$ cat src/rtl/fc_pkg.sv
// Shared constants and types for the fast-command transmit path.
// Parameters of fc_encoder default from the values defined here.
package fc_pkg;

    localparam int FC_WORD_W     = 8;
    localparam int FC_FIFO_DEPTH = 4;
    localparam int FC_ORBIT_LEN  = 3564;

    typedef logic [FC_WORD_W-1:0] fc_word_t;

    localparam fc_word_t FC_IDLE_WORD = 8'hAC;
    localparam fc_word_t FC_BCR_WORD  = 8'h2D;

endpackage

$ cat src/rtl/fc_cmd_fifo.sv
// Register-based synchronous command FIFO with show-ahead read data.
// Writes while full and reads while empty are ignored.
module fc_cmd_fifo #(
    parameter  int WIDTH = 8,
    parameter  int DEPTH = 4,
    localparam int PTR_W = $clog2(DEPTH),
    localparam int LVL_W = PTR_W + 1
) (
    input  logic             clk,
    input  logic             aresetn,
    input  logic             wr_en,
    input  logic [WIDTH-1:0] wr_data,
    input  logic             rd_en,
    output logic [WIDTH-1:0] rd_data,
    output logic [LVL_W-1:0] level,
    output logic             full,
    output logic             empty
);

    logic [WIDTH-1:0] mem [DEPTH];
    logic [PTR_W-1:0] wr_ptr;
    logic [PTR_W-1:0] rd_ptr;
    logic             push;
    logic             pop;

    assign full    = (level == LVL_W'(DEPTH));
    assign empty   = (level == '0);
    assign push    = wr_en && !full;
    assign pop     = rd_en && !empty;
    assign rd_data = mem[rd_ptr];

    // DEPTH is a power of two, so the pointers wrap on their own.
    always_ff @(posedge clk) begin
        if (!aresetn) begin
            wr_ptr <= '0;
            rd_ptr <= '0;
            level  <= '0;
        end else begin
            if (push) begin
                mem[wr_ptr] <= wr_data;
                wr_ptr      <= wr_ptr + 1'b1;
            end
            if (pop) begin
                rd_ptr <= rd_ptr + 1'b1;
            end
            case ({push, pop})
                2'b10:   level <= level + 1'b1;
                2'b01:   level <= level - 1'b1;
                default: level <= level;
            endcase
        end
    end

endmodule

$ cat src/rtl/fc_encoder.sv
// Fast-command link transmitter: queues command words and serializes one word
// per bunch-crossing slot, MSB first. Optional macro FC_ORBIT_BCR_EN adds BCR insertion.
module fc_encoder
    import fc_pkg::*;
#(
    parameter int                WORD_W     = FC_WORD_W,
    parameter int                FIFO_DEPTH = FC_FIFO_DEPTH,
    parameter logic [WORD_W-1:0] IDLE_WORD  = FC_IDLE_WORD,
    parameter logic [WORD_W-1:0] BCR_WORD   = FC_BCR_WORD,
    parameter int                ORBIT_LEN  = FC_ORBIT_LEN
) (
    input  logic                          clk,
    input  logic                          aresetn,
    input  logic [WORD_W-1:0]             cmd_data,
    input  logic                          cmd_valid,
    output logic                          cmd_ready,
    input  logic                          FC_invert,
    output logic                          FC_out,
    output logic                          word_start,
    output logic [$clog2(FIFO_DEPTH):0]   fifo_level,
    output logic [11:0]                   bc_count
);

    localparam int              PH_W       = $clog2(WORD_W);
    localparam logic [PH_W-1:0] LAST_PHASE = PH_W'(WORD_W - 1);

    if (ORBIT_LEN < 2 || ORBIT_LEN > 4096) begin : g_orbit_len_check
        $error("ORBIT_LEN must lie within the 12-bit bc_count range");
    end

    logic [PH_W-1:0]   phase;
    logic [WORD_W-1:0] shreg;
    logic [WORD_W-1:0] fifo_head;
    logic [WORD_W-1:0] next_word;
    logic [11:0]       bc_next;
    logic              load_edge;
    logic              bcr_slot;
    logic              fifo_push;
    logic              fifo_pop;
    logic              fifo_full;
    logic              fifo_empty;

    assign load_edge  = (phase == LAST_PHASE);
    assign word_start = (phase == '0);
    assign FC_out     = shreg[WORD_W-1] ^ FC_invert;
    assign cmd_ready  = aresetn && !fifo_full;
    assign fifo_push  = cmd_valid && cmd_ready;
    assign fifo_pop   = load_edge && !bcr_slot && !fifo_empty;

    fc_cmd_fifo #(
        .WIDTH (WORD_W),
        .DEPTH (FIFO_DEPTH)
    ) u_cmd_fifo (
        .clk     (clk),
        .aresetn (aresetn),
        .wr_en   (fifo_push),
        .wr_data (cmd_data),
        .rd_en   (fifo_pop),
        .rd_data (fifo_head),
        .level   (fifo_level),
        .full    (fifo_full),
        .empty   (fifo_empty)
    );

    // Word selection for the next slot: BCR beats a queued command, which beats idle.
    always_comb begin
        bcr_slot = 1'b0;
        bc_next  = bc_count + 12'd1;
`ifdef FC_ORBIT_BCR_EN
        if (bc_count == 12'(ORBIT_LEN - 1)) begin
            bcr_slot = 1'b1;
            bc_next  = '0;
        end
`endif
        next_word = IDLE_WORD;
        if (bcr_slot) begin
            next_word = BCR_WORD;
        end else if (!fifo_empty) begin
            next_word = fifo_head;
        end
    end

    always_ff @(posedge clk) begin
        if (!aresetn) begin
            phase    <= '0;
            shreg    <= IDLE_WORD;
            bc_count <= '0;
        end else begin
            if (load_edge) begin
                phase    <= '0;
                shreg    <= next_word;
                bc_count <= bc_next;
            end else begin
                phase <= phase + 1'b1;
                shreg <= {shreg[WORD_W-2:0], 1'b0};
            end
        end
    end

endmodule

$ cat config.mk
export PLATFORM = sky130hd
export DESIGN_NAME = fc_encoder
export DESIGN_NICKNAME = d
export VERILOG_FILES = /design/src/rtl/fc_pkg.sv /design/src/rtl/fc_cmd_fifo.sv /design/src/rtl/fc_encoder.sv
export SDC_FILE = /design/constraint.sdc
export NUM_CORES = 1
export LEC_CHECK = 0
export ABC_AREA = 0
export CELL_PAD_IN_SITES_DETAIL_PLACEMENT = 1
export CELL_PAD_IN_SITES_GLOBAL_PLACEMENT = 2
export CORE_ASPECT_RATIO = 0.75
export CORE_MARGIN = 2
export CORE_UTILIZATION = 35
export DETAILED_ROUTE_END_ITERATION = 6
export HOLD_SLACK_MARGIN = 0.05
export PLACE_DENSITY = 0.79
export SYNTH_ARGS = -nofsm -noshare
export SYNTH_HDL_FRONTEND = slang
export SYNTH_SLANG_ARGS = --single-unit
$ cat constraint.sdc
create_clock -name clk -period 3.3 [get_ports clk]
set_clock_uncertainty 0.15 [all_clocks]
set_input_delay 0.66 -clock clk [delete_from_list [all_inputs] [get_ports clk]]
set_output_delay 0.66 -clock clk [all_outputs]
set_load 0.005 [all_outputs]
After elaboration in Yosys (flattened, before gate mapping). Memory sizes are Yosys's and may differ from the RTL's. A register that Yosys moved wholly into a read port is not among the register bits. Index checks and enable logic that the tools add are counted.

Reductions and logical operators: 12. Bitwise gates (word level): 3. $add $sub $neg: 6. Muxes and demuxes: 8. Equality and inequality tests: 4.

Operators by type and width (number): 2-to-1 mux 8 bit (2); adder 12 x 1 -> 12 bit (second input constant) (1); adder 3 x 1 -> 3 bit (second input constant) (2); == test 3 bit (second input constant) (2); zero test 3 bit (2); case mux 3 bit (2 select lines) (1); logical AND 1 bit (5); adder 2 x 1 -> 2 bit (second input constant) (2); 2-to-1 mux 2 bit (2); 2-to-1 mux 1 bit (3); OR reduction 3 bit (1); subtractor 3 x 1 -> 3 bit (second input constant) (1); == test 2 x 1 -> 1 bit (second input constant) (1); == test 2 bit (second input constant) (1); zero test 1 bit (2); inverter 1 bit (2); nonzero test 2 bit (1); OR reduction 2 bit (1); XOR 1 bit (1).

Output and inout port bits: 18. Register bits after elaboration: 30. Memory bits (writable): 32. Memories: 1. Logic and storage cells: 41.

Memory list: u_cmd_fifo.mem (depth 4, bits a word 8, read ports 1, clocked after memory_dff 1, wr ports 1, RTL line fc_cmd_fifo.sv:20) `logic [WIDTH-1:0] mem [DEPTH];`.

Depth between registers and ports, before layout. Gate-level depths: netlist (run 1).

Depth in word-level cells: 8. Mapped depth: 10. Gate-level depth less buffers: 9.

Modules after synthesis. Synthesis (run 1) repeated with hierarchy kept, for this count alone.

Cells, all modules: 203. Area, all modules: 2627.5 um^2.

Modules (own cells, without submodules): fc_cmd_fifo (area an instance 1644.1 um^2, times used 1, cells an instance 96, sequential area each 1141.1 um^2); fc_encoder (area an instance 983.4 um^2, times used 1, cells an instance 107, sequential area each 460.4 um^2).

Worst setup path after synthesis (run 1). Ideal clock, no wire load.

Kind: reg-to-reg. From: register phase[0]. To: register u_cmd_fifo.level[2]. Slack: 0.887 ns. Period minus slack after synthesis: 2.413 ns. Setup time: 0.073 ns. Path buffers: 1. Cell stages (with the launch flop): 11. Required time: 3.077 ns. Arrival time: 2.190 ns. Cell sequence: dfxtp_1 ha_1 ha_1 buf_2 o31a_1 ha_1 inv_1 fa_1 xor2_1 or3_1 a21oi_1.

Longest elaborated chain between the ends: 5.

RTL lines: start, declared (RTL line fc_encoder.sv:31) `logic [PH_W-1:0] phase;`; start signal, assigned (RTL line fc_encoder.sv:94) `phase <= phase + 1'b1;`; == test 3 bit (*) (RTL line fc_encoder.sv:43) `assign load_edge = (phase == LAST_PHASE);`; logical AND 1 bit (*) (RTL line fc_encoder.sv:48) `assign fifo_pop = load_edge && !bcr_slot && !fifo_empty;`; logical AND 1 bit (*) (RTL line fc_cmd_fifo.sv:29) `assign pop = rd_en && !empty;`; == test 2 x 1 -> 1 bit / == test 2 bit (equally long branches) (RTL line fc_cmd_fifo.sv:46) `case ({push, pop})`; case mux 3 bit (2 select lines) / nonzero test 2 bit (equally long branches); end signal, assigned (RTL line fc_cmd_fifo.sv:47) `2'b10: level <= level + 1'b1;`; end signal, assigned (RTL line fc_cmd_fifo.sv:48) `2'b01: level <= level - 1'b1;`; end signal, assigned (RTL line fc_cmd_fifo.sv:49) `default: level <= level;`; end, declared (RTL line fc_cmd_fifo.sv:15) `output logic [LVL_W-1:0] level,`.

Every way passes the cells marked *; elsewhere a longest branch is shown, timed or not. A chain may end at the register's enable or synchronous reset.

Worst setup path after layout (run 1).
From: input port aresetn. To: output port cmd_ready.

Longest elaborated chain between the ends: 1.

RTL lines: start, declared (RTL line fc_encoder.sv:13) `input logic aresetn,`; logical AND 1 bit (RTL line fc_encoder.sv:46) `assign cmd_ready = aresetn && !fifo_full;`; end, declared (RTL line fc_encoder.sv:16) `output logic cmd_ready,`.

No other way between the ends.

==> impl_metrics.env, run 1 <==
export IMPL_status="complete, no violations"
export IMPL_arrival_ns=1.89
export IMPL_place_hpwl_mm=3.59
export IMPL_power_density_mw_per_mm2=505
export IMPL_dp_cells=311
export IMPL_place_congestion=0.713
export IMPL_drtAntennaViolNets=0
export IMPL_grt_remaining_overflow=0
export IMPL_nets=246
export IMPL_crit_end="cmd_ready"
export IMPL_critPathBufInv=3
export IMPL_numCtsBuffers=9
export IMPL_clk_latency_ns=0.33
export IMPL_crit_family="buffers and inverters"
export IMPL_seq_area_frac_synth=0.628
export IMPL_synth_ff_type="edfxtp_1"
export IMPL_vdd_ir_drop_max_uv=237
export IMPL_crit_start="aresetn"
export IMPL_syn_nets=207
export IMPL_dpl_cell_area_mm2=0.00297
export IMPL_area_growth_syn_to_layout_pct=23.8
export IMPL_synthesis_area_mm2=0.00255
export IMPL_io_buffers=29
export IMPL_synthSimpleGateAreaFrac=0.103
export IMPL_path_max_fanout=3
export IMPL_cts_sinks=64
export IMPL_slew_headroom=0.644
export IMPL_vias_per_cell=4.81
export IMPL_grtUsageTotal=0.140
export IMPL_rsz0062_at_grt="no"
export IMPL_cts_buffer_depth=2
export IMPL_hp_class="flop to flop"
export IMPL_clk_pin_slew_worst_paths_ns=0.07
export IMPL_slowest_stage="clkdlybuf4s50_1"
export IMPL_worstSetupEndpointType="output pin"
export IMPL_core_mm2=0.00693
export IMPL_slowest_delay_ns=0.51
export IMPL_async_reset_ff_frac=0
export IMPL_final_layout_size_suffix_gt1_frac=0.136
export IMPL_cts_root_buf="clkbuf_8"
export IMPL_synthXorXnorAreaFrac=0.0309
export IMPL_grt_pass1_wl_mm=8.42
export IMPL_r2r_end="u_cmd_fifo.level[2]"
export IMPL_cap_violations=0
export IMPL_grt_max_degree=18
export IMPL_leakage_nw=1.10
export IMPL_num_fill_cells=720
export IMPL_antenna_found_initial=0
export IMPL_diodes=0
export IMPL_ys_ff_latch=64
export IMPL_drc=0
export IMPL_hold_buffers=0
export IMPL_finalMaxSlewViolations=0
export IMPL_htreeDepth=3
export IMPL_grt_pass1_vias=1622
export IMPL_hold_depth=1
export IMPL_routedWlPerCell_um=15.4
export IMPL_cts_tree="built"
export IMPL_synth_compound_area_frac=0.0721
export IMPL_die_x_um=103
export IMPL_critPathKind="primary input to output pin"
export IMPL_syn_inst=185
export IMPL_required_ns=2.49
export IMPL_post_route_min_period_ns=2.70
export IMPL_regToRegSetupSlack_ns=0.80
export IMPL_synth_distinct_cells=34
export IMPL_start_util=0.368
export IMPL_die_h_um=77.9
export IMPL_row_count=26
export IMPL_start_kind="primary input"
export IMPL_synth_edf_count=32
export IMPL_firstDrtPassIters=4
export IMPL_crit_cells=4
export IMPL_hold_viol=0
export IMPL_worstMarginPinSlew_ns=0.533
export IMPL_crit_reg2reg_launch="phase[0]"
export IMPL_cts_resized=0
export IMPL_fp_dieArea_mm2=0.00799
export IMPL_drtIter0Drc=63
export IMPL_crit_top_cell="clkdlybuf4s50_1"
export IMPL_postCtsSetupBuffers=0
export IMPL_synthAdderAreaFrac=0.0520
export IMPL_clock_fmax_mhz=371
export IMPL_ys_warn_count=0
export IMPL_avgSynthCellArea_um2=13.8
export IMPL_num_vias=1567
export IMPL_wl_mm=5.02
export IMPL_synth_top_family_by_area="simple AND/OR/NAND/NOR gates"
export IMPL_setup_viol_count_final=0
export IMPL_tns_ns=0
export IMPL_synth_mux_area_frac=0.0864
export IMPL_path_cells="clkdlybuf4s50_1 > clkinv_1 > a21oi_1 > clkdlybuf4s50_1"
export IMPL_fin_cells=326
export IMPL_finalCritPeriodShare=0.817
export IMPL_ios=30
export IMPL_mostFrequentLayoutCells="32 x dfxtp_1, 32 x edfxtp_1, 29 x clkdlybuf4s50_1"
export IMPL_reg2regPathDepth=9
export IMPL_stdcell_area_mm2=0.00316
[per-layer routing]
metal  track usage  part of all wire  up-vias  wire length, µm
met4        0.0600             0.013        0               63
li1              -                 -      754                -
met3        0.0351             0.038        8              191
met1         0.186              0.47      774             2380
met2         0.216              0.48       31             2390
met5             0                 0        -                0
[through the flow]
step                setup slack (ns)  hold WS (ns)  utilization  power [mW]
floorplan                      0.887         0.267            -       0.935
global placement               0.608         0.282        0.429       0.980
detailed placement             0.577         0.287        0.429       0.985
CTS                            0.595         0.300        0.456        1.62
global route                   0.497         0.307        0.456        1.66
finish                         0.603         0.297        0.456        1.59
[worst min-delay path by stage]
stage / endpoint / startpoint / slack [ns]
2_1_floorplan: phase[0] / phase[0] / 0.27
3_3_place_gp: phase[0] / phase[0] / 0.28
3_5_place_dp: phase[0] / phase[0] / 0.29
4_1_cts: shreg[1] / shreg[0] / 0.30
5_1_grt: shreg[1] / shreg[0] / 0.31
6_report: shreg[1] / shreg[0] / 0.30
[worst reg2reg max path, stage by stage, from the launching register on]
cell	delay (ns)
dfxtp_1	0.36
ha_1	0.16
ha_1	0.17
o31a_1	0.30
ha_1	0.25
inv_1	0.06
fa_1	0.37
xor2_1	0.16
or3_1	0.31
a21oi_1	0.15
[registers in the layout, summed over array words and instances, names as in the netlist, named ones only]
| name | flops |
|---|---|
| u_cmd_fifo.mem | 32 |
| bc_count | 12 |
| shreg | 8 |
| phase | 3 |
| u_cmd_fifo.level | 3 |
| u_cmd_fifo.rd_ptr | 2 |
| u_cmd_fifo.wr_ptr | 2 |
[Yosys cell counts (2+ instances only)]
| cell | instances | share of area |
|---|---|---|
| nand3_1 | 3 | 0.0059 |
| edfxtp_1 | 32 | 0.38 |
| nor2_1 | 14 | 0.021 |
| inv_1 | 12 | 0.018 |
| xor2_1 | 7 | 0.024 |
| o22a_1 | 4 | 0.014 |
| or4_1 | 2 | 0.0059 |
| ha_1 | 9 | 0.044 |
| o311ai_0 | 2 | 0.0069 |
| buf_2 | 2 | 0.0039 |
| and2_1 | 7 | 0.017 |
| nand2b_1 | 2 | 0.0049 |
| clkbuf_1 | 3 | 0.0044 |
| nand4_4 | 2 | 0.017 |
| mux4_2 | 8 | 0.071 |
| or3_1 | 3 | 0.0074 |
| xnor2_1 | 2 | 0.0069 |
| a22o_1 | 3 | 0.010 |
| dfxtp_1 | 32 | 0.25 |
| a21oi_1 | 8 | 0.016 |
| mux2i_1 | 4 | 0.016 |
| o31ai_1 | 2 | 0.0059 |
| o21ai_0 | 4 | 0.0079 |
| nand2_1 | 8 | 0.012 |
[power breakdown]
part | internal, mW | switching [mW] | leakage [nW]
combinational | 0.0471 | 0.0433 | 0.454
sequential | 0.861 | 0.0144 | 0.552
clock | 0.341 | 0.287 | 0.0948
[logic make-up after synthesis]
family	after synthesis
flops	64
simple gates	46
compound gates	26
buf+inv	18
mux	12
fa+ha+maj	10
xor+xnor	9
[layout make-up]
type                    count  area (µm²)  area share
clock buffers               9         124      0.0392
clock inverters             6        61.3      0.0194
inverters                  13        48.8      0.0155
multi-input cells         103         878       0.278
flip-flops and latches     64        1600       0.507
well taps                  98         123      0.0388
repair buffers             33         320       0.101
Power figures use the tool's default switching activity.
==> run 2: changes to the inputs <==
==> constraint.sdc (replaced) <==
create_clock -name clk -period 2.5 [get_ports clk]
set_clock_uncertainty 0.15 [all_clocks]
set_input_delay 0.5 -clock clk [delete_from_list [all_inputs] [get_ports clk]]
set_output_delay 0.5 -clock clk [all_outputs]
set_load 0.005 [all_outputs]
==> impl_metrics.env, run 2 (synthesized netlist as in run 1, its figures left out) <==
export IMPL_status="complete, no violations"
export IMPL_dp_cells=318
export IMPL_setup_viol_count_final=0
export IMPL_firstDrtPassIters=4
export IMPL_cts_resized=0
export IMPL_critPathKind="primary input to output pin"
export IMPL_finalCritPeriodShare=0.960
export IMPL_vdd_ir_drop_max_uv=294
export IMPL_required_ns=1.85
export IMPL_crit_family="buffers and inverters"
export IMPL_pwr_share_seq=0.562
export IMPL_die_h_um=77.9
export IMPL_crit_end="cmd_ready"
export IMPL_top_regs="u_cmd_fifo.mem (32), bc_count (12), shreg (8)"
export IMPL_power_density_mw_per_mm2=641
export IMPL_grt_pass1_vias=1666
export IMPL_switching_share=0.237
export IMPL_antenna_found_initial=0
export IMPL_ios=30
export IMPL_path_max_fanout=3
export IMPL_final_common_cell="edfxtp_1"
export IMPL_hold_buffers=0
export IMPL_slowest_stage="clkdlybuf4s50_1"
export IMPL_drtIter0Drc=65
export IMPL_htreeDepth=3
export IMPL_slowest_delay_ns=0.52
export IMPL_cts_tree="built"
export IMPL_place_congestion=0.705
export IMPL_worstMarginPinSlew_ns=0.580
export IMPL_wl_mm=5.25
export IMPL_area_growth_syn_to_layout_pct=25.6
export IMPL_rsz0062_at_grt="no"
export IMPL_grt_met3_usage=0.0550
export IMPL_arrival_ns=1.75
export IMPL_p_int_mw=1.57
export IMPL_hold_viol=0
export IMPL_io_buffers=29
export IMPL_grt_pass1_wl_mm=8.79
export IMPL_combPwrFrac=0.063
export IMPL_grt_remaining_overflow=0
export IMPL_crit_top_cell="clkdlybuf4s50_1"
export IMPL_start_kind="primary input"
export IMPL_drtAntennaViolNets=0
export IMPL_hp_class="flop to flop"
export IMPL_numCtsBuffers=9
export IMPL_diodes=0
export IMPL_critPathBufInv=3
export IMPL_finalMaxSlewViolations=0
export IMPL_routedWlPerCell_um=15.7
export IMPL_final_layout_size_suffix_gt1_frac=0.169
export IMPL_fp_dieArea_mm2=0.00799
export IMPL_vias_per_cell=4.73
export IMPL_die_x_um=103
export IMPL_mostFrequentLayoutCells="32 x edfxtp_1, 31 x dfxtp_1, 29 x clkdlybuf4s50_1"
export IMPL_crit_cells=4
export IMPL_num_fill_cells=728
export IMPL_post_route_min_period_ns=2.40
export IMPL_clk_latency_ns=0.34
export IMPL_leakage_nw=1.12
export IMPL_core_mm2=0.00693
export IMPL_crit_start="aresetn"
export IMPL_power_frac_clock=0.375
export IMPL_clock_fmax_mhz=417
export IMPL_clk_pin_slew_worst_paths_ns=0.07
export IMPL_cts_sinks=64
export IMPL_crit_reg2reg_launch="phase[0]"
export IMPL_grt_max_degree=18
export IMPL_worstSetupEndpointType="output pin"
export IMPL_regMostFlops="u_cmd_fifo.mem"
export IMPL_p_total_mw=2.05
export IMPL_switchingPower_uw=486
export IMPL_cts_buffer_depth=2
export IMPL_postCtsSetupBuffers=0
export IMPL_r2r_end="u_cmd_fifo.level[2]"
export IMPL_largest_reg_flops=32
export IMPL_grt_met2_usage=0.233
export IMPL_row_count=26
export IMPL_cts_root_buf="clkbuf_8"
export IMPL_cap_violations=0
export IMPL_reg2regPathDepth=9
export IMPL_place_hpwl_mm=3.73
export IMPL_slew_headroom=0.613
export IMPL_use_met1=0.193
export IMPL_start_util=0.368
export IMPL_nets=253
export IMPL_regToRegSetupSlack_ns=0.18
export IMPL_grtUsageTotal=0.150
export IMPL_num_vias=1580
export IMPL_drc=0
export IMPL_path_cells="clkdlybuf4s50_1 > clkinv_1 > a21oi_1 > clkdlybuf4s50_1"
export IMPL_top_usage_layer="met2"
export IMPL_fin_cells=334
[run 2: layer usage]
metal,wire [µm],up-vias
met3,189,7
met1,2460,775
li1,-,769
met5,0,-
met4,56,0
met2,2550,29
[run 2: through the flow]
step	TNS (ns)	setup slack (ns)	util	hold slack [ns]	instance area (µm²)
2_1_floorplan	0	0.0869	-	0.267	2550
4_1_cts	0	0.0852	0.462	0.303	3200
3_3_place_gp	0	0.0174	0.436	0.282	3020
3_5_place_dp	-0.164	-0.103	0.436	0.287	3020
6_report	0	0.0995	0.462	0.268	3200
5_1_grt	0	0.0111	0.462	0.291	3200
[run 2: final cells by class]
| type | count | area, µm² | share of cell area |
|---|---|---|---|
| Sequential cell | 64 | 1600 | 0.501 |
| Multi-Input combinational cell | 103 | 881 | 0.275 |
| Timing Repair Buffer | 40 | 373 | 0.116 |
| Clock buffer | 10 | 128 | 0.0399 |
| Tap cell | 98 | 123 | 0.0383 |
| Inverter | 13 | 48.8 | 0.0152 |
| Clock inverter | 6 | 46.3 | 0.0145 |
[run 2: how the worst min path moves through the flow]
stage | startpoint | cells after the start | end | slack, ns
2_1_floorplan | phase[0] | 1 | phase[0] | 0.27
3_3_place_gp | phase[0] | 1 | phase[0] | 0.28
3_5_place_dp | shreg[0] | 1 | shreg[1] | 0.29
4_1_cts | shreg[0] | 1 | shreg[1] | 0.30
5_1_grt | phase[0] | 1 | phase[0] | 0.29
6_report | phase[0] | 1 | phase[0] | 0.27
[run 2: power groups by stage]
stage	Combinational, mW	Sequential (mW)	Clock (mW)
after CTS	0.133	1.15	0.798
after detailed placement	0.130	1.18	0
final	0.129	1.15	0.769
after floorplan	0.0624	1.17	0
after global routing	0.147	1.16	0.845
after global placement	0.123	1.18	0
